<file path="src/rtl/rtl_settings_pkg.sv">
// rtl_settings_pkg: shared settings for the FIFO family.
// Holds the read-mode enum and the threshold comparison used for the
// almost-full / almost-empty flags.
package rtl_settings_pkg;

  // Read-port behaviour of fifo_ext.
  typedef enum logic {
    FIFO_NORMAL    = 1'b0,  // q_o registered, one cycle after an accepted read
    FIFO_SHOWAHEAD = 1'b1   // q_o shows the head word combinationally
  } fifo_mode_t;

  // Threshold test: at_or_above=1 -> level >= thresh, else level <= thresh.
  function automatic logic thresh_met(input int unsigned level,
                                      input int unsigned thresh,
                                      input logic        at_or_above);
    return at_or_above ? (level >= thresh) : (level <= thresh);
  endfunction

endpackage

</file>
<file path="src/rtl/fifo_mem.sv">
// fifo_mem: dual-port storage array for fifo_ext.
// One synchronous write port; the read port is either registered (REG_OUT=1,
// updates only when re_i is high, holds otherwise) or purely combinational.
module fifo_mem #(
  parameter int unsigned AWIDTH  = 4,
  parameter int unsigned DWIDTH  = 8,
  parameter bit          REG_OUT = 1'b1
) (
  input  logic              clk_i,
  input  logic              we_i,
  input  logic [AWIDTH-1:0] waddr_i,
  input  logic [DWIDTH-1:0] wdata_i,
  input  logic              re_i,
  input  logic [AWIDTH-1:0] raddr_i,
  output logic [DWIDTH-1:0] rdata_o
);

  localparam int unsigned DEPTH = 1 << AWIDTH;

  logic [DWIDTH-1:0] mem_q [DEPTH];

  // Store the incoming word on an accepted write.
  // NOTE: the array has no reset; clearing it would forbid RAM inference and
  // the control logic never exposes a word that was not written first.
  always_ff @(posedge clk_i) begin
    if (we_i) begin
      mem_q[waddr_i] <= wdata_i;
    end
  end

  generate
    if (REG_OUT) begin : g_reg_out
      logic [DWIDTH-1:0] rdata_q;

      // Capture the addressed word on a read; hold it between reads.
      always_ff @(posedge clk_i) begin
        if (re_i) begin
          rdata_q <= mem_q[raddr_i];
        end
      end

      assign rdata_o = rdata_q;
    end else begin : g_comb_out
      logic unused_re;

      assign unused_re = re_i;
      assign rdata_o   = mem_q[raddr_i];
    end
  endgenerate

endmodule

</file>
<file path="src/rtl/fifo_ext.sv">
// fifo_ext: parametrised single-clock FIFO with normal or show-ahead read,
// full-depth occupancy count, almost-full/almost-empty thresholds and
// protection against overflow and underflow (dropped requests change nothing).
// Build option: define FIFO_ERR_FLAGS_EN to add err_clr_i and the sticky
// ovf_o / udf_o drop indicators.
module fifo_ext
  import rtl_settings_pkg::*;
#(
  parameter int unsigned AWIDTH    = 4,
  parameter int unsigned DWIDTH    = 8,
  parameter fifo_mode_t  SHOWAHEAD = FIFO_NORMAL,
  parameter int unsigned AF_THRESH = 12,
  parameter int unsigned AE_THRESH = 2
) (
  input  logic              clk_i,
  input  logic              arst_i,
  input  logic              wrreq_i,
  input  logic [DWIDTH-1:0] data_i,
  input  logic              rdreq_i,
  output logic [DWIDTH-1:0] q_o,
  output logic              empty_o,
  output logic              full_o,
  output logic              almost_empty_o,
  output logic              almost_full_o,
  output logic [AWIDTH:0]   usedw_o
`ifdef FIFO_ERR_FLAGS_EN
  ,
  input  logic              err_clr_i,
  output logic              ovf_o,
  output logic              udf_o
`endif
);

  localparam int unsigned     DEPTH     = 1 << AWIDTH;
  localparam logic [AWIDTH:0] DEPTH_CNT = DEPTH[AWIDTH:0];

  logic              rd_acc;
  logic              wr_acc;
  logic [AWIDTH-1:0] wr_ptr_q, wr_ptr_d;
  logic [AWIDTH-1:0] rd_ptr_q, rd_ptr_d;
  logic [AWIDTH:0]   cnt_q, cnt_d;
  logic              empty_q, full_q, ae_q, af_q;
  logic [DWIDTH-1:0] mem_rdata;

  // A read needs data; a write needs room, or a read in the same cycle freeing a slot.
  assign rd_acc = rdreq_i & ~empty_q;
  assign wr_acc = wrreq_i & (~full_q | rd_acc);

  // Next-state pointers and occupancy from the accepted requests only.
  always_comb begin
    // NOTE: every signal of this block is defaulted first so that no path
    // leaves it unassigned, which would otherwise infer a latch.
    wr_ptr_d = wr_ptr_q;
    rd_ptr_d = rd_ptr_q;
    if (wr_acc) begin
      wr_ptr_d = wr_ptr_q + AWIDTH'(1);
    end
    if (rd_acc) begin
      rd_ptr_d = rd_ptr_q + AWIDTH'(1);
    end
    cnt_d = cnt_q + (AWIDTH + 1)'(wr_acc) - (AWIDTH + 1)'(rd_acc);
  end

  // Pointers, count and every status flag update together from the next count.
  // NOTE: state registers use non-blocking assignments so all of them sample
  // pre-edge values, independent of statement order.
  always_ff @(posedge clk_i or posedge arst_i) begin
    if (arst_i) begin
      wr_ptr_q <= '0;
      rd_ptr_q <= '0;
      cnt_q    <= '0;
      empty_q  <= 1'b1;
      full_q   <= 1'b0;
      ae_q     <= 1'b1;
      af_q     <= 1'b0;
    end else begin
      wr_ptr_q <= wr_ptr_d;
      rd_ptr_q <= rd_ptr_d;
      cnt_q    <= cnt_d;
      empty_q  <= (cnt_d == '0);
      full_q   <= (cnt_d == DEPTH_CNT);
      ae_q     <= thresh_met(32'(cnt_d), AE_THRESH, 1'b0);
      af_q     <= thresh_met(32'(cnt_d), AF_THRESH, 1'b1);
    end
  end

  fifo_mem #(
    .AWIDTH  (AWIDTH),
    .DWIDTH  (DWIDTH),
    .REG_OUT (SHOWAHEAD == FIFO_NORMAL)
  ) u_mem (
    .clk_i   (clk_i),
    .we_i    (wr_acc),
    .waddr_i (wr_ptr_q),
    .wdata_i (data_i),
    .re_i    (rd_acc),
    .raddr_i (rd_ptr_q),
    .rdata_o (mem_rdata)
  );

  generate
    if (SHOWAHEAD == FIFO_NORMAL) begin : g_normal
      logic q_vld_q;

      // Masks the unreset read register to zero until the first read after reset.
      always_ff @(posedge clk_i or posedge arst_i) begin
        if (arst_i) begin
          q_vld_q <= 1'b0;
        end else if (rd_acc) begin
          q_vld_q <= 1'b1;
        end
      end

      assign q_o = q_vld_q ? mem_rdata : '0;
    end else begin : g_showahead
      assign q_o = mem_rdata;
    end
  endgenerate

`ifdef FIFO_ERR_FLAGS_EN
  logic ovf_q, udf_q;

  // Sticky drop indicators; a drop in the same cycle as a clear keeps the flag set.
  always_ff @(posedge clk_i or posedge arst_i) begin
    if (arst_i) begin
      ovf_q <= 1'b0;
      udf_q <= 1'b0;
    end else begin
      ovf_q <= (wrreq_i & ~wr_acc) | (ovf_q & ~err_clr_i);
      udf_q <= (rdreq_i & ~rd_acc) | (udf_q & ~err_clr_i);
    end
  end

  assign ovf_o = ovf_q;
  assign udf_o = udf_q;
`endif

  assign empty_o        = empty_q;
  assign full_o         = full_q;
  assign almost_empty_o = ae_q;
  assign almost_full_o  = af_q;
  assign usedw_o        = cnt_q;

endmodule

</file>
<file path="config.mk">
export PLATFORM = sky130hd
export DESIGN_NAME = fifo_ext
export DESIGN_NICKNAME = d
export VERILOG_FILES = /design/src/rtl/rtl_settings_pkg.sv /design/src/rtl/fifo_mem.sv /design/src/rtl/fifo_ext.sv
export SDC_FILE = /design/constraint.sdc
export NUM_CORES = 1
export LEC_CHECK = 0
export CAP_MARGIN = 20
export CORE_UTILIZATION = 55
export DETAILED_ROUTE_END_ITERATION = 6
export PLACE_DENSITY = 0.71
export REMOVE_ABC_BUFFERS = 1
export SYNTH_ARGS = -nofsm -noshare
export SYNTH_HDL_FRONTEND = slang
export SYNTH_SLANG_ARGS = --single-unit
</file>
<file path="constraint.sdc">
create_clock -name clk_i -period 3.5 [get_ports clk_i]
set_input_delay 0.35 -clock clk_i [delete_from_list [all_inputs] [get_ports clk_i]]
set_output_delay 0.35 -clock clk_i [all_outputs]
set_load 0.02 [all_outputs]
</file>
==> flow_summary.toml, run 1 <==
[timing]
setup-tns-final_ps = 0
finalSetupViolations = 0
slew_violations = 0
timing.final.crit_period_ps = 2852
setup_repair_after_global_routing_missed_its_margin = "no"
skew_ps = 5.192
min_period_over_period = 0.8148
final-hold-violation-count = 0
finalWorstSetupSlack_ps = 648.2
hold_ws_ps = 218.0
timing_worst_slew_pin_value_ps = 809.6
timing.max_slew.rel_slack = 0.4591
maxClockFrequency_ghz = 0.3507

[cts]
ctsLongestPathBuffers = 2
cts.root.buffer_cell = "sky130_fd_sc_hd__clkbuf_8"
clkSinkCount = 154
cts.clk_slew.worst_paths_ps = 60
cts_buffers = 17
cts_htree_levels = 4
tritoncts = "done"
ctsResizeCount = 0
cts_setup_buffers = 0
worst_skew_late_latency_ps = 540
cts_hold_buf = 0

[global_routing]
grt_first_pass_wirelength_mm = 18.35
pin_count_of_the_biggest_net_entering_global_routing = 32
first_global_vias = 3246
number_of_antenna_violations_at_the_first_check_in_global_routing = 0
grt_overflow = 0
grt.total_usage = 0.2305

[final_layout]
filler_cell_count = 715
layout_cell_share_with_drive_strength_beyond_1 = 0.1923
finish.instance_area_sq_mm = 0.007296
mostFrequentLayoutCells = "136 x sky130_fd_sc_hd__edfxtp_1, 28 x sky130_fd_sc_hd__clkdlybuf4s50_1, 22 x sky130_fd_sc_hd__buf_4"
area_growth_pct = 17.87
insertedDiodeCount = 0
finalNetCount = 400
layout.cells.most_common = "sky130_fd_sc_hd__edfxtp_1"

[placed_design]
post-dp-hpwl_mm = 7.364
gp_congestion = 0.8190
dpl_cell_area_sq_mm = 0.006699
post_placement_setup_slack_ps = 451.4
port-buffer-count = 28

[route]
highest_layer = "met4"
routed-via-count = 3132
drt-met1-wl_mm = 4.822
met2WireLength_mm = 5.964
finalWirelength_mm = 11.72
route.detailed.vias_per_inst = 5.909
route.detailed.drc = 0
routed-wl-met3_microns = 713
dr.pass1.iters = 4
final_antenna_net_count = 0
route.detailed.wl_per_inst_microns = 22.11
drt_iter0_drc = 226

[worst_setup_path]
crit-reg2reg-capture = "empty_o"
worst-endpoint-arrival_ps = 3310
r2r_setup_slack_ps = 650
worstSetupStartpointType = "flop"
timing.setup.critical_path_class = "flop to flop"
reg2reg_depth = 11
critical_path_peak_fanout = 5
end_kind = "flop"
worst-endpoint-required_ps = 3950
reg2reg_start = "empty_o"

[floorplan]
initial_utilization = 0.5685
die_area_sq_mm = 0.01168
placement_rows = 38
core_sq_mm = 0.01089
die_width_microns = 108.1
ioPinCount = 29
fp.dieH_microns = 108.1

[yosys]
netlist-cell-type-count = 35
netlist_instances = 321
post_synth_instance_area_sq_mm = 0.006190
post-synth-top-area-cell = "sky130_fd_sc_hd__edfxtp_1"
postSynthRegisterBits = 154
synth_top_area_frac = 0.6598
post_synth_main_area_contributors = "sky130_fd_sc_hd__edfxtp_1 66%, sky130_fd_sc_hd__mux4_2 7.3%, sky130_fd_sc_hd__dfrtp_1 6.5%"
seq_area_frac_synth = 0.7330
ys_warn_count = 0
postSynthAreaPerCell_sq_um = 19.28

[power]
irDropWorstVdd_mv = 0.5046
pwr_density_mw_per_mm2 = 883.1
power.static_leakage_nw = 2.551
power.total_mw = 6.443

[min_path]
min-delay-path-class = "primary input to async pin"

[run]
timing.max_cap.violations = 0

[outcome]
run_status = "complete, no violations"
[worst max-delay path: stages (launching register included)]
cell and delay, ps:
sky130_fd_sc_hd__dfstp_2 530, sky130_fd_sc_hd__nand2b_1 220, sky130_fd_sc_hd__inv_1 100, sky130_fd_sc_hd__ha_1 300
sky130_fd_sc_hd__inv_1 60, sky130_fd_sc_hd__ha_1 150, sky130_fd_sc_hd__inv_1 50, sky130_fd_sc_hd__fa_1 410
sky130_fd_sc_hd__xnor2_1 230, sky130_fd_sc_hd__nor4b_1 370, sky130_fd_sc_hd__mux2i_1 160, sky130_fd_sc_hd__nor3_1 180
[layer usage]
layer / GRT usage / up-vias
li1: - / 1385
met1: 0.2988 / 1604
met2: 0.3667 / 126
met3: 0.07113 / 17
met4: 0.09100 / 0
met5: 0 / -
[where the power goes]
group	internal, mW	total [mW]	switching (mW)
clock network	1.15	1.84	0.692
logic	0.929	2.04	1.11
registers	2.36	2.56	0.204
[cells in the mapped netlist]
cell and n:
sky130_fd_sc_hd__and2_1 9, sky130_fd_sc_hd__a21boi_2 1, sky130_fd_sc_hd__nand2b_1 4, sky130_fd_sc_hd__xor2_1 1, sky130_fd_sc_hd__dfstp_2 2, sky130_fd_sc_hd__nor2b_1 2
sky130_fd_sc_hd__buf_4 1, sky130_fd_sc_hd__edfxtp_1 136, sky130_fd_sc_hd__mux4_1 12, sky130_fd_sc_hd__clkdlybuf4s25_2 3, sky130_fd_sc_hd__buf_12 1, sky130_fd_sc_hd__mux2i_1 1
sky130_fd_sc_hd__a21o_1 1, sky130_fd_sc_hd__buf_1 1, sky130_fd_sc_hd__nor2_1 14, sky130_fd_sc_hd__and2b_1 1, sky130_fd_sc_hd__inv_1 13, sky130_fd_sc_hd__a22oi_1 16
sky130_fd_sc_hd__nand4_1 2, sky130_fd_sc_hd__ha_1 10, sky130_fd_sc_hd__nand2_1 18, sky130_fd_sc_hd__o2bb2ai_1 1, sky130_fd_sc_hd__a21oi_1 4, sky130_fd_sc_hd__xnor2_1 9
sky130_fd_sc_hd__mux4_2 20, sky130_fd_sc_hd__buf_6 3, sky130_fd_sc_hd__o21ai_0 2, sky130_fd_sc_hd__clkbuf_1 2, sky130_fd_sc_hd__fa_1 1, sky130_fd_sc_hd__nor4_1 1
sky130_fd_sc_hd__buf_2 2, sky130_fd_sc_hd__nor4b_1 2, sky130_fd_sc_hd__dfrtp_1 16, sky130_fd_sc_hd__nor3_1 8, sky130_fd_sc_hd__o21a_1 1
[state kept, by name (all words and copies together), names as in the netlist]
register / count
almost_empty_o: 1
usedw_o: 5
full_o: 1
u_mem.rdata_o: 8
wr_ptr_q: 4
empty_o: 1
rd_ptr_q: 4
almost_full_o: 1
u_mem.mem_q: 128
g_normal.q_vld_q: 1
[worst max path at each step]
stage	from	end	slack, ps	cells after the start
2_1_floorplan	empty_o	empty_o	830	11
3_3_place_gp	rdreq_i	empty_o	610	13
3_5_place_dp	rdreq_i	empty_o	450	13
4_1_cts	empty_o	empty_o	700	11
5_1_grt	empty_o	empty_o	440	11
6_report	empty_o	empty_o	650	11
[through the flow]
stage,utilization,std cells
floorplan,-,308
global placement,0.6153,498
detailed placement,0.6153,498
CTS,0.6701,530
global route,0.6701,530
finish,0.6701,530
[area by class of cell]
cell class / instances / area (sq um) / share of cell area
multi-input cells: 141 / 1491 / 0.2044
clock inverters: 13 / 175.2 / 0.02401
flip-flops and latches: 154 / 4538 / 0.6220
repair buffers: 50 / 445.4 / 0.06105
inverters: 13 / 48.80 / 0.006688
clock buffers: 19 / 421.7 / 0.05779
well taps: 140 / 175.2 / 0.02401
[cell families after synthesis]
| family | synth area share |
|---|---|
| XOR/XNOR | 0.01415 |
| multiplexers | 0.1253 |
| AND/OR/NAND/NOR | 0.04811 |
| buffers and inverters | 0.02608 |
| adder cells (fa/ha/maj) | 0.02345 |
| AO/OA/AOI/OAI | 0.02992 |
| flip-flops | 0.7330 |
Note: power is estimated with default switching activity, not from simulation.
==> run 2, diff against run 1 <==
--- a/config.mk
+++ b/config.mk
@@ -6,9 +6,9 @@
 export NUM_CORES = 1
 export LEC_CHECK = 0
 export CAP_MARGIN = 20
-export CORE_UTILIZATION = 55
+export CORE_UTILIZATION = 54
 export DETAILED_ROUTE_END_ITERATION = 6
-export PLACE_DENSITY = 0.71
+export PLACE_DENSITY = 0.72
 export REMOVE_ABC_BUFFERS = 1
 export SYNTH_ARGS = -nofsm -noshare
 export SYNTH_HDL_FRONTEND = slang
==> constraint.sdc (replaced) <==
create_clock -name clk_i -period 2.6 [get_ports clk_i]
set_input_delay 0.26 -clock clk_i [delete_from_list [all_inputs] [get_ports clk_i]]
set_output_delay 0.26 -clock clk_i [all_outputs]
set_load 0.02 [all_outputs]
==> run 2 against run 1 <==
  * Clock skew grew 5.1 ps
  * First-iteration DRC count grew 35%
  * Utilization grew 1.4 points
  * Count of clock-buffer cells in the layout shrank 1
  * Largest cell class unchanged
  * Wire length shrank 0.73%
  * Die area grew 1.8%
  * Flip-flop and latch count is the same
  * Clock power grew 41%
  * Global-route usage shrank 1.1 points
==> flow_summary.toml, run 2 (synthesis gave the netlist of run 1 again) <==
[outcome]
run_status = "complete, no violations"

[cts]
ctsLongestPathBuffers = 2
cts.root.buffer_cell = "sky130_fd_sc_hd__clkbuf_16"
cts_buffers = 17
tritoncts = "done"
cts.clk_slew.worst_paths_ps = 60
cts_htree_levels = 4
clkSinkCount = 154
cts_hold_buf = 0
worst_skew_late_latency_ps = 410

[worst_setup_path]
critical_path.max_stage_delay_ps = 560
worst-endpoint-arrival_ps = 2860
end_kind = "flop"
r2r_setup_slack_ps = 70
cp_common_cell = "sky130_fd_sc_hd__inv_4"
reg2reg_start = "empty_o"
cp_top_family = "adder cells"
worst-endpoint-required_ps = 2940
critPathSlowestCell = "sky130_fd_sc_hd__fa_2"
timing.setup.critical_path_class = "flop to flop"
count_of_buffer_and_inverter_cells_on_the_critical_path = 5
cell_by_cell_listing_of_the_critical_path = "nand2b_4 > buf_6 > inv_4 > ha_4 > inv_4 > ha_4 > inv_2 > fa_2 > inv_4 > nor4b_4 > mux2i_2 > nor3_2"
critical_path_peak_fanout = 4
crit-reg2reg-capture = "empty_o"
reg2reg_depth = 12
worstSetupStartpointType = "flop"

[route]
route.detailed.vias_per_inst = 5.768
final_antenna_net_count = 0
dr.pass1.iters = 4
route.detailed.drc = 0
routed-via-count = 3103
drt_iter0_drc = 305
finalWirelength_mm = 11.63
route.detailed.wl_per_inst_microns = 21.62

[final_layout]
largest_register_ffs = 128
area_growth_pct = 21.33
mostFrequentLayoutCells = "136 x sky130_fd_sc_hd__edfxtp_1, 28 x sky130_fd_sc_hd__clkdlybuf4s50_1, 27 x sky130_fd_sc_hd__buf_4"
largest-register = "u_mem.mem_q"
layout_cell_share_with_drive_strength_beyond_1 = 0.2412
filler_cell_count = 685
layout.cells.most_common = "sky130_fd_sc_hd__edfxtp_1"
regArea_sq_mm = 0.004538
insertedDiodeCount = 0
finalNetCount = 408
multi_input_comb_area_sq_mm = 0.001575

[global_routing]
grt.total_usage = 0.2192
grt_overflow = 0
first_global_vias = 3200
grt_first_pass_wirelength_mm = 17.71
number_of_antenna_violations_at_the_first_check_in_global_routing = 0
pin_count_of_the_biggest_net_entering_global_routing = 36

[placed_design]
post-dp-hpwl_mm = 7.318
port-buffer-count = 28
gp_congestion = 0.8022

[timing]
final-hold-violation-count = 0
timing.max_slew.rel_slack = 0.5410
slew_violations = 0
setup-tns-final_ps = 0
skew_ps = 10.33
timing.final.crit_period_ps = 2527
finalSetupViolations = 0
timing_worst_slew_pin_value_ps = 687.8
hold_ws_ps = 258.9
setup_repair_after_global_routing_missed_its_margin = "yes"
min_period_over_period = 0.9719
maxClockFrequency_ghz = 0.3957

[power]
power.total_mw = 9.261
power.static_leakage_nw = 2.620
pwr_density_mw_per_mm2 = 1233
irDropWorstVdd_mv = 0.9770

[floorplan]
die_width_microns = 109.1
die_area_sq_mm = 0.01189
core_sq_mm = 0.01098
ioPinCount = 29
placement_rows = 38
initial_utilization = 0.5636
fp.dieH_microns = 109.1

[run]
timing.max_cap.violations = 0

[min_path]
min-delay-path-class = "primary input to async pin"
-- run 2: cell type report --
cell class | instances | share of cell area
clock inverters | 14 | 0.02682
well taps | 140 | 0.02333
multi-input cells | 141 | 0.2098
flip-flops and latches | 154 | 0.6043
clock buffers | 18 | 0.05715
inverters | 13 | 0.007498
repair buffers | 58 | 0.07114
-- run 2: repair_timing --
action,in CTS,in global routing
pin swaps,4,5
setup endpoints to repair,5,5
buffers inserted,0,1
gates resized for setup,5,17
cloned,0,0
-- run 2: stage by stage --
step	util	std cells	setup slack, ps	cell area, sq um
2_1_floorplan	-	308	-73.43	6077
3_3_place_gp	0.6170	505	-112.7	6777
3_5_place_dp	0.6170	505	-236.2	6777
4_1_cts	0.6767	537	-14.82	7432
5_1_grt	0.6838	538	-17.03	7510
6_report	0.6838	538	73.00	7510
-- run 2: worst max path at each step --
stage / from / to / slack, ps / cells after the start
after floorplan: empty_o / empty_o / -70 / 11
after global placement: rdreq_i / empty_o / -110 / 13
after detailed placement: rdreq_i / empty_o / -240 / 13
after CTS: empty_o / empty_o / -10 / 12
after global routing: empty_o / empty_o / -20 / 12
final: empty_o / empty_o / 70 / 12
-- run 2: report_power, final --
group	internal, mW	total [mW]	switching (mW)
sequential	3.18	3.44	0.262
clock	1.69	2.59	0.901
combinational	1.53	3.23	1.70
total	6.40	9.26	2.86
-- run 2: routing by layer --
metal  routed length (microns)  share of wire  track usage  vias up
li1                          -              -            -     1403
met1                      4874           0.42       0.2977     1571
met2                      5673           0.49       0.3293      113
met3                       821          0.071      0.07173       16
met4                       262          0.023      0.08880        0
met5                         0              0            0        -
==> edit, RTL diff (flow settings as in run 1) <==
`AWIDTH` is set to 4 in 2 places; all go to 5.
--- a/src/rtl/fifo_mem.sv
+++ b/src/rtl/fifo_mem.sv
@@ -2,7 +2,7 @@
 // One synchronous write port; the read port is either registered (REG_OUT=1,
 // updates only when re_i is high, holds otherwise) or purely combinational.
 module fifo_mem #(
-  parameter int unsigned AWIDTH  = 4,
+  parameter int unsigned AWIDTH  = 5,
   parameter int unsigned DWIDTH  = 8,
   parameter bit          REG_OUT = 1'b1
 ) (
--- a/src/rtl/fifo_ext.sv
+++ b/src/rtl/fifo_ext.sv
@@ -6,7 +6,7 @@
 module fifo_ext
   import rtl_settings_pkg::*;
 #(
-  parameter int unsigned AWIDTH    = 4,
+  parameter int unsigned AWIDTH    = 5,
   parameter int unsigned DWIDTH    = 8,
   parameter fifo_mode_t  SHOWAHEAD = FIFO_NORMAL,
   parameter int unsigned AF_THRESH = 12,
Ports: changed (resized usedw_o); port bits go from 29 to 30. The function was not compared with the original's and may differ.
==> edit against run 1 <==
Area after synthesis up 82%. Worst setup slack improved by 0.022 ns. Final area up 76%. Sequential share of layout area is 3.5 points higher. Wire length rose by 91%. Power rose by 63%. Combinational power up 59%. Sequential cell count rose by 131.
==> edit: results <==
[run_status]
run_status = "completed"

[detailed_routing]
number_of_vias_in_the_routed_layout = 5636
met2WireLength_um = 11150
routedWlPerCell_um = 23.83
dr_wl_met3_um = 1347
wl_met1_um = 9530

[synthesis]
synth_enable_flop_cells = 264
synth.yosys.seq_area_share_pct = 75.12
synthTopCellsByCount = "sky130_fd_sc_hd__edfxtp_1, sky130_fd_sc_hd__mux4_2, sky130_fd_sc_hd__nor2_1"
register_bit_count_reported_by_yosys = 285
synth_compound_area_share_pct = 4.524
synthMuxAreaShare_pct = 12.34
ys_top_cells_by_area = "sky130_fd_sc_hd__edfxtp_1, sky130_fd_sc_hd__mux4_2, sky130_fd_sc_hd__dfrtp_1"
synth_xor_xnor_area_share_pct = 0.9337
post_synthesis_instance_total = 589

[place]
numPlacedInstances = 886
dpl_worst_slack_ns = 0.4225
portBuffers = 29
postPlaceCellArea_um2 = 11970
detailed_placement_wirelength_estimate_um = 13830

[setup_path]
critical_path.reg2reg.endpoint = "u_mem.rdata_o[7]"
ff2ff_setup_slack_ns = 0.67
worst_path_dominant_cell_family = "compound AO/OA/AOI/OAI gates"
r2r-start = "rd_ptr_q[1]"
cp_slowest_cell = "sky130_fd_sc_hd__dfrtp_1"

[sta]
max_slew_margin_pct = 23.18
final.hold.worst_slack_ns = 0.3013
skew_ns = 0.01514

[final_layout]
multi_input_area_share_pct = 20.05
finalNetCount = 676
seqCellArea_um2 = 8459
buffers_excl_clock = 63
bufAreaShareNonClock_pct = 4.492
largest_reg_flops = 256
nNonClkInverters = 14
clock_cell_area_share_pct = 6.729
comb.multi_input.count = 260

[global_routing]
grtUsageMet1_pct = 31.66
gr-usage-met2_pct = 35.38
grt_pass1_wl_um = 34500
grt_start_max_net_pins = 41
grt_util_all_layers_pct = 21.93
via_count_of_the_first_global_routing_pass = 5779

[power]
swShare_pct = 31.33

[clocking]
ctsRootBufferMaster = "sky130_fd_sc_hd__clkbuf_16"
max-clock-path-buffers = 3
htree_num_levels = 1
==> edit: cell count changes after synthesis, moves of 5 or more <==
| cell | run 1 | this run |
|---|---|---|
| sky130_fd_sc_hd__mux4_1 | 12 | 0 |
| sky130_fd_sc_hd__nand2_1 | 18 | 13 |
| sky130_fd_sc_hd__mux2i_1 | 1 | 33 |
| sky130_fd_sc_hd__a22oi_1 | 16 | 9 |
| sky130_fd_sc_hd__edfxtp_1 | 136 | 264 |
| sky130_fd_sc_hd__a22o_1 | 0 | 7 |
| sky130_fd_sc_hd__nor2_1 | 14 | 39 |
| sky130_fd_sc_hd__nor3_1 | 8 | 2 |
| sky130_fd_sc_hd__clkbuf_1 | 2 | 7 |
| sky130_fd_sc_hd__o22ai_1 | 0 | 7 |
| sky130_fd_sc_hd__a21oi_1 | 4 | 19 |
| sky130_fd_sc_hd__buf_2 | 2 | 11 |
| sky130_fd_sc_hd__mux4_2 | 20 | 47 |
| sky130_fd_sc_hd__o221ai_1 | 0 | 8 |
